### config.mk
export PLATFORM = sky130hd
export DESIGN_NAME = pitch_unit_encoder
export DESIGN_NICKNAME = d
export VERILOG_FILES = /design/src/rtl/pitch_unit_encoder.sv
export SDC_FILE = /design/constraint.sdc
export NUM_CORES = 1
export LEC_CHECK = 0
export ABC_AREA = 1
export ABC_CLOCK_PERIOD_IN_PS = 2400
export BUFFER_PORTS_ARGS = -buffer_cell sky130_fd_sc_hd__buf_2
export CELL_PAD_IN_SITES_DETAIL_PLACEMENT = 1
export CELL_PAD_IN_SITES_GLOBAL_PLACEMENT = 1
export CORE_ASPECT_RATIO = 0.6
export CORE_MARGIN = 2
export CORE_UTILIZATION = 42
export CTS_BUF_LIST = sky130_fd_sc_hd__clkbuf_2
export DETAILED_ROUTE_END_ITERATION = 16
export PLACE_DENSITY = 0.94
export SYNTH_ARGS = -nofsm -noshare
export SYNTH_HDL_FRONTEND = slang
export SYNTH_SLANG_ARGS = --single-unit
### constraint.sdc
create_clock -name Clk40 -period 2.4 [get_ports Clk40]
set_input_delay 0.48 -clock Clk40 [delete_from_list [all_inputs] [get_ports Clk40]]
set_output_delay 0.48 -clock Clk40 [all_outputs]
set_load 0.005 [all_outputs]
### src/rtl/pitch_unit_encoder.sv
// BATS PITCH sequenced-unit builder: one command in, one unit (8-byte header + one message)
// out as 64-bit little-endian words with byte enables and valid/ready handshake.
module pitch_unit_encoder #(
    parameter logic [7:0]  UNIT     = 8'd1,
    parameter logic [31:0] INIT_SEQ = 32'd2
) (
    input  logic        Clk40,
    input  logic        reset_n,
    input  logic        sync_clear,
    input  logic        cmd_valid,
    output logic        cmd_ready,
    input  logic [7:0]  cmd_type,
    input  logic [31:0] cmd_seconds,
    input  logic [31:0] cmd_time_offset,
    input  logic [63:0] cmd_order_id,
    input  logic [7:0]  cmd_side,
    input  logic [15:0] cmd_quantity,
    input  logic [47:0] cmd_symbol,
    input  logic [15:0] cmd_price,
    input  logic [7:0]  cmd_flags,
    output logic        out_data_valid,
    output logic [7:0]  out_byte_enables,
    output logic [63:0] out_bytes,
    output logic        out_last,
    input  logic        out_ready,
    output logic        err_bad_type
);

    typedef enum logic {S_IDLE = 1'b0, S_SEND = 1'b1} state_t;

    state_t              r_state;
    logic [31:0]         r_seq;
    logic [39:0][7:0]    r_buf;
    logic [2:0]          r_idx;
    logic [2:0]          r_nwords;
    logic [7:0]          r_last_be;
    logic                r_cmd_ready;
    logic                r_valid;
    logic [7:0]          r_be;
    logic [63:0]         r_bytes;
    logic                r_last;
    logic                r_err;

    logic [39:0][7:0]    w_unit;
    logic [7:0]          w_len;
    logic [2:0]          w_nwords;
    logic [7:0]          w_last_be;
    logic                w_type_ok;
    logic [5:0]          w_base;
    logic                w_next_last;

    // Whole unit is assembled from the live command fields; bytes past the unit stay 0
    // so unused lanes of the last word are naturally zero.
    always_comb begin
        w_unit    = '0;
        w_len     = 8'd0;
        w_nwords  = 3'd0;
        w_last_be = 8'h00;
        w_type_ok = 1'b1;
        case (cmd_type)
            8'h20: begin
                w_len = 8'd14; w_nwords = 3'd2; w_last_be = 8'h3F;
                w_unit[8] = 8'd6;
                w_unit[9] = 8'h20;
                for (int i = 0; i < 4; i++) w_unit[10+i] = cmd_seconds[8*i +: 8];
            end
            8'h29: begin
                w_len = 8'd22; w_nwords = 3'd3; w_last_be = 8'h3F;
                w_unit[8] = 8'd14;
                w_unit[9] = 8'h29;
                for (int i = 0; i < 4; i++) w_unit[10+i] = cmd_time_offset[8*i +: 8];
                for (int i = 0; i < 8; i++) w_unit[14+i] = cmd_order_id[8*i +: 8];
            end
            8'h22: begin
                w_len = 8'd34; w_nwords = 3'd5; w_last_be = 8'h03;
                w_unit[8] = 8'd26;
                w_unit[9] = 8'h22;
                for (int i = 0; i < 4; i++) w_unit[10+i] = cmd_time_offset[8*i +: 8];
                for (int i = 0; i < 8; i++) w_unit[14+i] = cmd_order_id[8*i +: 8];
                w_unit[22] = cmd_side;
                for (int i = 0; i < 2; i++) w_unit[23+i] = cmd_quantity[8*i +: 8];
                for (int i = 0; i < 6; i++) w_unit[25+i] = cmd_symbol[8*i +: 8];
                for (int i = 0; i < 2; i++) w_unit[31+i] = cmd_price[8*i +: 8];
                w_unit[33] = cmd_flags;
            end
            default: w_type_ok = 1'b0;
        endcase
        w_unit[0] = w_len;
        w_unit[1] = 8'd0;
        w_unit[2] = 8'd1;
        w_unit[3] = UNIT;
        for (int i = 0; i < 4; i++) w_unit[4+i] = r_seq[8*i +: 8];
    end

    assign w_base      = {r_idx, 3'b000};
    assign w_next_last = (r_idx == r_nwords - 3'd1);

    always_ff @(posedge Clk40 or negedge reset_n) begin
        if (!reset_n) begin
            r_state     <= S_IDLE;
            r_seq       <= INIT_SEQ;
            r_buf       <= '0;
            r_idx       <= 3'd0;
            r_nwords    <= 3'd0;
            r_last_be   <= 8'h00;
            r_cmd_ready <= 1'b1;
            r_valid     <= 1'b0;
            r_be        <= 8'h00;
            r_bytes     <= 64'd0;
            r_last      <= 1'b0;
            r_err       <= 1'b0;
        end else if (sync_clear) begin
            r_state     <= S_IDLE;
            r_seq       <= INIT_SEQ;
            r_idx       <= 3'd0;
            r_cmd_ready <= 1'b1;
            r_valid     <= 1'b0;
            r_be        <= 8'h00;
            r_bytes     <= 64'd0;
            r_last      <= 1'b0;
            r_err       <= 1'b0;
        end else begin
            r_err <= 1'b0;
            case (r_state)
                S_IDLE: begin
                    if (cmd_valid) begin
                        if (w_type_ok) begin
                            r_buf       <= w_unit;
                            r_nwords    <= w_nwords;
                            r_last_be   <= w_last_be;
                            r_idx       <= 3'd1;
                            r_bytes     <= w_unit[7:0];
                            r_be        <= 8'hFF;
                            r_last      <= 1'b0;
                            r_valid     <= 1'b1;
                            r_cmd_ready <= 1'b0;
                            r_state     <= S_SEND;
                        end else begin
                            r_err <= 1'b1;
                        end
                    end
                end
                S_SEND: begin
                    if (out_ready) begin
                        if (r_last) begin
                            r_valid     <= 1'b0;
                            r_bytes     <= 64'd0;
                            r_be        <= 8'h00;
                            r_last      <= 1'b0;
                            r_seq       <= r_seq + 32'd1;
                            r_cmd_ready <= 1'b1;
                            r_state     <= S_IDLE;
                        end else begin
                            r_bytes <= r_buf[w_base +: 8];
                            r_last  <= w_next_last;
                            r_be    <= w_next_last ? r_last_be : 8'hFF;
                            r_idx   <= r_idx + 3'd1;
                        end
                    end
                end
                default: r_state <= S_IDLE;
            endcase
        end
    end

    assign cmd_ready        = r_cmd_ready;
    assign out_data_valid   = r_valid;
    assign out_byte_enables = r_be;
    assign out_bytes        = r_bytes;
    assign out_last         = r_last;
    assign err_bad_type     = r_err;

endmodule

**Word-level counts from Yosys, hierarchy flattened**

Cells that the tools add are included.

- Input port bits: 237
- Output and inout port bits: 76
- Word-level logic and storage cells: 132
- Register bits after elaboration: 372

- Eq/ne operators: 9
- Reduce and logical (&&, ||, !) cells: 11
- $add $sub $neg: 3
- Multiplexer cells: 56
- Bitwise operators: 2
- Shift operators: 8

Operator list:

| kind | count |
|---|---|
| $mux W64 | 6 |
| $shiftx A40 B7 Y8 | 8 |
| $pmux W48 S3 | 1 |
| $mux W32 | 4 |
| $pmux W64 S2 | 1 |
| $mux W96 | 1 |
| $mux W8 | 6 |
| $add A32 B1 Y32 const B | 1 |
| $eq A8 B6 Y1 const B | 3 |
| $mux W1 | 23 |
| $pmux W6 S3 | 1 |
| $pmux W8 S2 | 1 |
| $mux W3 | 5 |
| $ne A3 B3 Y1 const B | 4 |
| $pmux W6 S2 | 1 |
| $reduce_and A4 Y1 | 3 |
| $pmux W3 S3 | 1 |
| $pmux W1 S2 | 4 |
| $pmux W3 S2 | 1 |
| $reduce_and A3 Y1 | 2 |
| $reduce_bool A2 Y1 | 3 |
| $reduce_or A2 Y1 | 2 |
| $add A3 B1 Y3 const B | 1 |
| $eq A3 B3 Y1 | 1 |
| 4 further kinds | 5 |

**Longest topological paths before layout**

Gate-level depths: netlist of run 1.

- Word-level depth: 7
- Gate-level depth with buffers: 11
- Mapped depth without buffers: 10

**Worst setup path after synthesis of run 1**

OpenSTA, ideal clock, no wires.

- Path type: register to register
- Start point: register r_seq[1]
- End point: register r_seq[22]
- Path buffers: 0
- Data arrival time: 1611 ps
- Period minus slack after synthesis: 1683 ps
- Slack: 717 ps
- Stages on the path, launching flop included: 10
- Library setup time: 71 ps
- Data required time: 2329 ps
- Cells stage by stage: dfstp_2 > ha_1 > inv_1 > nor2_1 > nand3_1 > nor2_1 > nand2_1 > nand2_1 > nand2_1 > nor2_1

- Longest elaborated chain between the ends: 5

Ends and longest elaborated chain:

| element | RTL line | RTL |
|---|---|---|
| start, declared | 32 | `logic [31:0] r_seq;` |
| start signal, assigned | 150 | `r_seq <= r_seq + 32'd1;` |
| $add A32 B1 Y32 | 150 |  |
| $mux W32 | 145 | `if (r_last) begin` |
| $mux W32 | 144 | `if (out_ready) begin` |
| $mux W32 | 124 | `case (r_state)` |
| $mux W32 | 112 | `end else if (sync_clear) begin` |

Every way passes these cells. The select of a mux whose other input is x is not followed.
A chain may end at the register's enable or synchronous reset.

**Final worst setup path of run 1**

- Start point: input port cmd_type[0]
- End point: register r_buf[97] (netlist name)

- Longest elaborated chain between the ends: 4
- Elaborated cells on any way between the ends: 7
- Classes of those cells: eq/ne: 3; mux: 2; reduce/logical: 2

Ends and longest elaborated chain:

| element | RTL line | RTL |
|---|---|---|
| start, declared | 12 | `input logic [7:0] cmd_type,` |
| $eq A8 B6 Y1 | 60 | `case (cmd_type)` |
| $reduce_or A3 Y1 (no line) | -- |  |
| $mux W1 | 60 |  |
| $reduce_and A4 Y1 (no line) | -- |  |
| end signal, assigned | 128 | `r_buf <= w_unit;` |
| end, declared | 33 | `logic [39:0][7:0] r_buf;` |

Parallel ways exist; a longest one is shown, timed or not.

==> results of run 1 <==
## critical path: stages
cell           delay (ns)
buf_2                0.11
dlygate4sd3_1        0.55
nand2_1              0.07
dlygate4sd3_1        0.61
nor2_2               0.07
nand2_2              0.16
nand2_4              0.12
buf_12               0.18
a21oi_1              0.24
dlygate4sd3_1        0.62
o21ai_0              0.11
## cells by family (layout without fill, tap and decap cells)
logic type | Yosys count | in the layout | synth area share
other | 0 | 15 | 0
adders and majority gates | 3 | 3 | 0.00227
xor gates and xnor gates | 3 | 3 | 0.00159
AOI/OAI and AO/OA | 371 | 371 | 0.118
DFF | 340 | 340 | 0.514
buffers and inverters | 307 | 944 | 0.0828
and+or+nand+nor | 1152 | 1152 | 0.281
## cell type report
class	instances	share of cell area
multi-input combinational	1529	0.305
clock inverter	21	0.00373
sequential	340	0.385
timing repair buffer	623	0.217
antenna	15	0.00170
tap	522	0.0295
clock buffer	128	0.0290
inverter	172	0.0293
## per-stage QoR
step | area, um^2 | total power (uW) | utilization
3_5_place_dp | 18900 | 7490 | 0.484
5_1_grt | 22100 | 12500 | 0.568
2_1_floorplan | 16600 | 6770 | -
6_report | 22100 | 12100 | 0.568
4_1_cts | 21900 | 11700 | 0.563
3_3_place_gp | 18900 | 7410 | 0.484
## report_power, final
group          switching [uW]  total (uW)  internal [uW]
clock                    2790        4200           1410
combinational            1040        1720            674
sequential                156        6140           5980
total                    3990       12100           8060
## sequential cells by signal, indices dropped and copies added, names as in the netlist, 2 cells and up
name	cells
r_seq	32
r_last_be	2
r_nwords	2
out_byte_enables	3
out_bytes	64
r_idx	3
r_buf	229
## final timing paths
| kind | start | end | slack (ns) | depth (start not counted) |
|---|---|---|---|---|
| worst min register to register | out_bytes[32] | out_bytes[32] | 0.49 | 2 |
| worst max-delay path | cmd_type[0] | r_buf[97] | -0.11 | 11 |
| min in group Clk40 | cmd_order_id[20] | r_buf[132] | 0.16 | 4 |
| worst min-delay path | reset_n | r_buf[142] | 0.08 | 3 |
| worst max register to register | r_idx[1] | out_bytes[0] | 0.04 | 6 |
| max in group asynchronous | reset_n | r_seq[15] | 1.75 | 4 |
## cell usage in the layout (no fill, tap or decap), drive strengths merged, types with 2 or more instances in the layout
cell / count
dlygate4sd3: 234
dfrtp: 338
o211ai: 11
o21ai: 244
nand2: 826
nand4: 17
inv: 173
nor2: 130
a31oi: 2
clkbuf: 129
buf: 388
nor3: 7
or2: 3
o2bb2ai: 14
o22ai: 2
ha: 3
diode: 15
xor2: 2
a22oi: 3
dfstp: 2
nand3: 167
clkinv: 20
a21oi: 93
a21boi: 2
## repair_timing
action | in CTS | in global routing
gates resized for setup | 0 | 12
hold buffers | 235 | 1
endpoints found under the hold margin | 525 | 1
setup endpoints to repair | 0 | 31
buffers inserted | 0 | 6
## per-layer routing
metal | global-route usage | up-vias | part of all wire
li1 | - | 8133 | -
met1 | 0.483 | 9501 | 0.38
met2 | 0.640 | 1284 | 0.47
met3 | 0.0943 | 354 | 0.092
met4 | 0.226 | 2 | 0.057
met5 | 0 | - | 0.000096
==> summary.md, run 1 <==
| Metric | Value |
|---|---|
| Core ar. | `between 30000 and 40000 um^2` |
| Initial Utilization | `0.425` |
| CTS Sinks | `340` |
| Syn Inst Count | `2176` |
| First drt pass iteration count | `5` |
| Violated checks | `setup timing` |
| CTS max path bufs | `3` |
| GP Congestion | `approximately 0.95` |
| Worst slew margin | `0.489` |
| CTS clock-pin slew for the worst setup and hold paths | `between 0.15 and 0.2 ns` |
| Area share of the largest cell type after synthesis | `0.511` |
| Area used by multi-input combinational logic | `6740 um^2` |
| Global Route Usage Sum | `0.394` |
| Post-route ant nets | `0` |
| Number of global-route vias before repair | `slightly above 20000` |
| FFs w/ async S/R, synth | `1.00` |
| P per Cell Area | `approximately 550 nW/um^2` |
| Ys flop type | `dfrtp_1` |
| Tmin final | `~2.5 ns` |
| P&R area growth vs syn | `33.5%` |
| Seq/Total Area, Yosys | `0.514` |
| Fillcell total | `around 4900` |
| Placed Cells | `2944` |
| Placement-stage worst setup slack | `~0.23 ns` |
| Top cells by count, synth | `nand2_1 (819), dfrtp_1 (338), o21ai_0 (190), nand3_1 (166), inv_1 (162)` |
| Die H | `~160 um` |
| Pleak | `about 0.012 uW` |
| Avg Cell Area, Syn | `about 7.6 um^2` |
| WP data arrival | `roughly 3.3 ns` |
| Clock Skews | `0.120 ns` |
| Drt total wl | `~83 mm` |
| Fin. Hold Viols | `0` |
| Mapped Area | `16600 um^2` |
| Final setup viols | `16` |
| Slew @ Worst Pin | `~0.76 ns` |
| Fin cells | `~3400` |
| Critical-path maximum fanout | `16` |
| Via density per instance | `5.75` |
| Achievable frequency | `roughly 400 MHz` |
| Required time worst endpoint | `3.23 ns` |
| Row count | `56` |
| Crit path kind | `in -> reg` |
| CP Capture Type | `flip-flop` |
| Starting DRT DRC Count | `2158` |
| Largest cells by area after synthesis | `dfrtp_1 (51%), nand2_1 (19%), o21ai_0 (5.7%), nand3_1 (5.0%), inv_1 (3.7%)` |
| Status | `complete, but fails checks` |
| Wirelength per Cell | `roughly 25 um` |
| Startpoint types | `input port` |
| CTS tree | `built` |
| Fin crit share | `1.04` |
| Total gr overflow | `0` |
| First-pass GRT wire length | `122 mm` |
| Hold Slack | `~0.083 ns` |
| Via count | `between 15000 and 20000` |
| Yosys top cell by area | `dfrtp_1` |
| Post-synth cell types | `39` |
| Yosys reg bits | `340` |
| Die area | `41100 um^2` |
| Largest net degree at the start of global routing | `69` |
| H-tree depth | `3` |
| Port bufs | `roughly 310` |
| Most numerous cell in the Yosys netlist | `nand2_1` |
| Worst Hold Class | `in -> async` |
| Nets | `between 2000 and 3000` |
| Worst skew pair latency | `between 1 and 1.5 ns` |
| Ports | `approximately 310` |
| Post-synth EDFFs | `0` |
| HPWL Detailed | `roughly 45 mm` |
| Die Wd | `260 um` |
| Initial antenna violation count | `17` |
| Max Cap Violations | `0` |
| Root Driver | `clkbuf_2` |
| CTS Buf Count | `86` |
| Share of layout cells above drive strength 1 | `0.200` |
| Drc violations | `0` |
| Syn Nets | `roughly 2400` |
| Worst VDD drop | `0.000255 V` |
| Setup tns final | `-0.704 ns` |
| YS warnings | `0` |
| Slew Limit Fails | `0` |
| Setup slack after layout | `-0.106 ns` |
| Seq. cell area | `between 8000 and 9000 um^2` |
Power figures use the tool's default switching activity.
==> run 2, diff against run 1 <==
- SETUP_SLACK_MARGIN: unset -> 0.05
==> summary.md, run 2 (synthesis gave the netlist of run 1 again) <==
| Metric | Value |
|---|---|
| Status | `complete, but fails checks` |
| Violated checks | `setup timing` |
| Ports | `313 (unchanged)` |
| Core ar. | `39000 um^2 (unchanged)` |
| CP Capture Type | `flip-flop` |
| Worst slew margin | `0.512 (+0.0235)` |
| Comb power frac | `0.143 (about the same)` |
| Die H | `158 um (unchanged)` |
| Most frequent cells in the layout | `nand2_1 (817), dfrtp_1 (336), buf_2 (311)` |
| Switching portion of total power | `0.332 (+0.000931)` |
| Critical-path maximum fanout | `16 (unchanged)` |
| Worst VDD drop | `0.000278 V (+9.1%)` |
| Reg-to-reg startpoint | `r_idx[0]` |
| Commonest non-fill, non-tap cell in the layout | `nand2_1` |
| Required time worst endpoint | `3.28 ns (+0.05 ns)` |
| First drt pass iteration count | `5 (unchanged)` |
| H-tree depth | `3 (unchanged)` |
| Final setup viols | `1 (-15)` |
| Worst skew pair latency | `1.10 ns (+0.04 ns)` |
| Via count | `19134 (-0.73%)` |
| Clock Skews | `0.141 ns (+0.0216 ns)` |
| Startpoint types | `input port` |
| Post-route ant nets | `0 (unchanged)` |
| HPWL Detailed | `45.3 mm (unchanged)` |
| Worst Hold Class | `in -> async` |
| Max Cap Violations | `0 (unchanged)` |
| Share of layout cells above drive strength 1 | `0.198 (-0.00206)` |
| Max FFs per register | `229 (unchanged)` |
| Placement-stage worst setup slack | `0.233 ns (unchanged)` |
| Drt total wl | `83.0 mm (about the same)` |
| Nets | `2991 (-0.033%)` |
| Placed Cells | `2944 (unchanged)` |
| Number of global-route vias before repair | `20806 (+1.0%)` |
| Tmin final | `2.40 ns (-0.103 ns)` |
| Worst Setup SP | `cmd_type[0]` |
| RSZ-0062 raised after global routing | `true` |
| Internal power | `8080 uW (+0.15%)` |
| Port bufs | `312 (unchanged)` |
| Drc violations | `0 (unchanged)` |
| CTS max path bufs | `3 (unchanged)` |
| Via density per instance | `5.71 (-0.79%)` |
| CTS tree | `built` |
| Reg-to-reg endpoint | `out_bytes[8]` |
| P&R area growth vs syn | `33.4% (about the same)` |
| Slew @ Worst Pin | `0.729 ns (-0.0351 ns)` |
| Wirelength per Cell | `24.8 um (-0.13%)` |
| Reg2Reg Depth | `8 (+2)` |
| Clock group share of total power | `0.349 (about the same)` |
| Overall power | `12100 uW (+0.29%)` |
| Critical Path Sink | `r_buf[90]` |
| Sw power | `4010 uW (+0.57%)` |
| Die area | `41100 um^2 (unchanged)` |
| CTS Buf Count | `86 (unchanged)` |
| Largest net degree at the start of global routing | `69 (unchanged)` |
| CTS Sinks | `340 (unchanged)` |
| Crit path kind | `in -> reg` |
| Initial antenna violation count | `18 (+1)` |
| R2r setup slk | `0.11 ns (+0.07 ns)` |
| Reg power frac | `0.508 (about the same)` |
| Starting DRT DRC Count | `2269 (+5.1%)` |
| Die Wd | `260 um (unchanged)` |
| Fin cells | `3352 (+0.060%)` |
| P per Cell Area | `547 nW/um^2 (+0.35%)` |
| Pleak | `0.0117 uW (+0.26%)` |
| Total gr overflow | `0 (unchanged)` |
| CTS clock-pin slew for the worst setup and hold paths | `0.20 ns (+0.03 ns)` |
| Row count | `56 (unchanged)` |
| Root Driver | `clkbuf_2` |
| Slew Limit Fails | `0 (unchanged)` |
| Top reg by flops | `r_buf` |
| Achievable frequency | `416 MHz (+4.3%)` |
| Global Route Usage Sum | `0.405 (+0.0109)` |
| Setup slack after layout | `-0.00367 ns (+0.103 ns)` |
| Initial Utilization | `0.425 (unchanged)` |
| GP Congestion | `0.949 (unchanged)` |
| Fin crit share | `1.00 (-0.0428)` |
| WP data arrival | `3.28 ns (-0.06 ns)` |
| First-pass GRT wire length | `125 mm (+2.3%)` |
| Fin. Hold Viols | `0 (unchanged)` |
-- run 2: worst min path at each step --
stage	startpoint	to	slack [ns]	cells past startpoint
CTS	cmd_type[2]	out_bytes[4]	0.02	8
global route	reset_n	r_buf[142]	0.05	3
global placement	reset_n	r_buf[206]	0.42	1
detailed placement	reset_n	out_bytes[12]	0.42	1
floorplan	reset_n	err_bad_type	0.18	0
finish	reset_n	out_bytes[23]	0.05	3
-- run 2: per-stage QoR --
| step | setup TNS (ns) | cell area (um^2) | util | hold slack [ns] |
|---|---|---|---|---|
| final | -0.00367 | 22100 | 0.567 | 0.0532 |
| after global routing | 0 | 22100 | 0.567 | 0.0451 |
| after CTS | 0 | 21900 | 0.563 | 0.0210 |
| after detailed placement | 0 | 18900 | 0.484 | 0.419 |
| after global placement | 0 | 18900 | 0.484 | 0.417 |
| after floorplan | 0 | 16600 | - | 0.184 |
-- run 2: layer usage --
layer | share of wire | up-vias | wire [um] | track usage
met5 | 0.00045 | - | 37 | 0
met4 | 0.055 | 6 | 4560 | 0.233
met3 | 0.090 | 348 | 7470 | 0.107
met2 | 0.47 | 1194 | 38900 | 0.654
met1 | 0.39 | 9456 | 32100 | 0.493
li1 | - | 8130 | - | -
-- run 2: worst max-delay path, stage by stage --
cell and delay [ns]:
buf_2 0.09, dlygate4sd3_1 0.56, nand2_1 0.07, dlygate4sd3_1 0.58
nor2_1 0.15, nand2_2 0.15, nand2_4 0.17, buf_12 0.17
a21oi_1 0.10, dlygate4sd3_1 0.58, o21ai_1 0.19
-- run 2: layout make-up --
| cell class | instances | area, um^2 |
|---|---|---|
| antenna | 18 | 45.0 |
| clock buffer | 128 | 641 |
| clock inverter | 21 | 82.6 |
| fill | 4913 | 16900 |
| inverter | 172 | 648 |
| multi-input combinational | 1529 | 6720 |
| sequential | 340 | 8520 |
| tap | 522 | 653 |
| timing repair buffer | 622 | 4790 |
-- run 2: power groups by stage --
stage	logic, uW	registers, uW	clock network (uW)
2_1_floorplan	599	6170	0
3_3_place_gp	1210	6200	0
3_5_place_dp	1270	6220	0
4_1_cts	1570	6110	4060
5_1_grt	1840	6150	4540
6_report	1720	6140	4220
-- run 2: repair_timing --
item / CTS / global route
gates resized for setup: 0 / 12
setup buffers: 0 / 5
hold buffers: 235 / 0
hold endpoints to repair: 525 / 0
setup endpoints to repair: 0 / 20
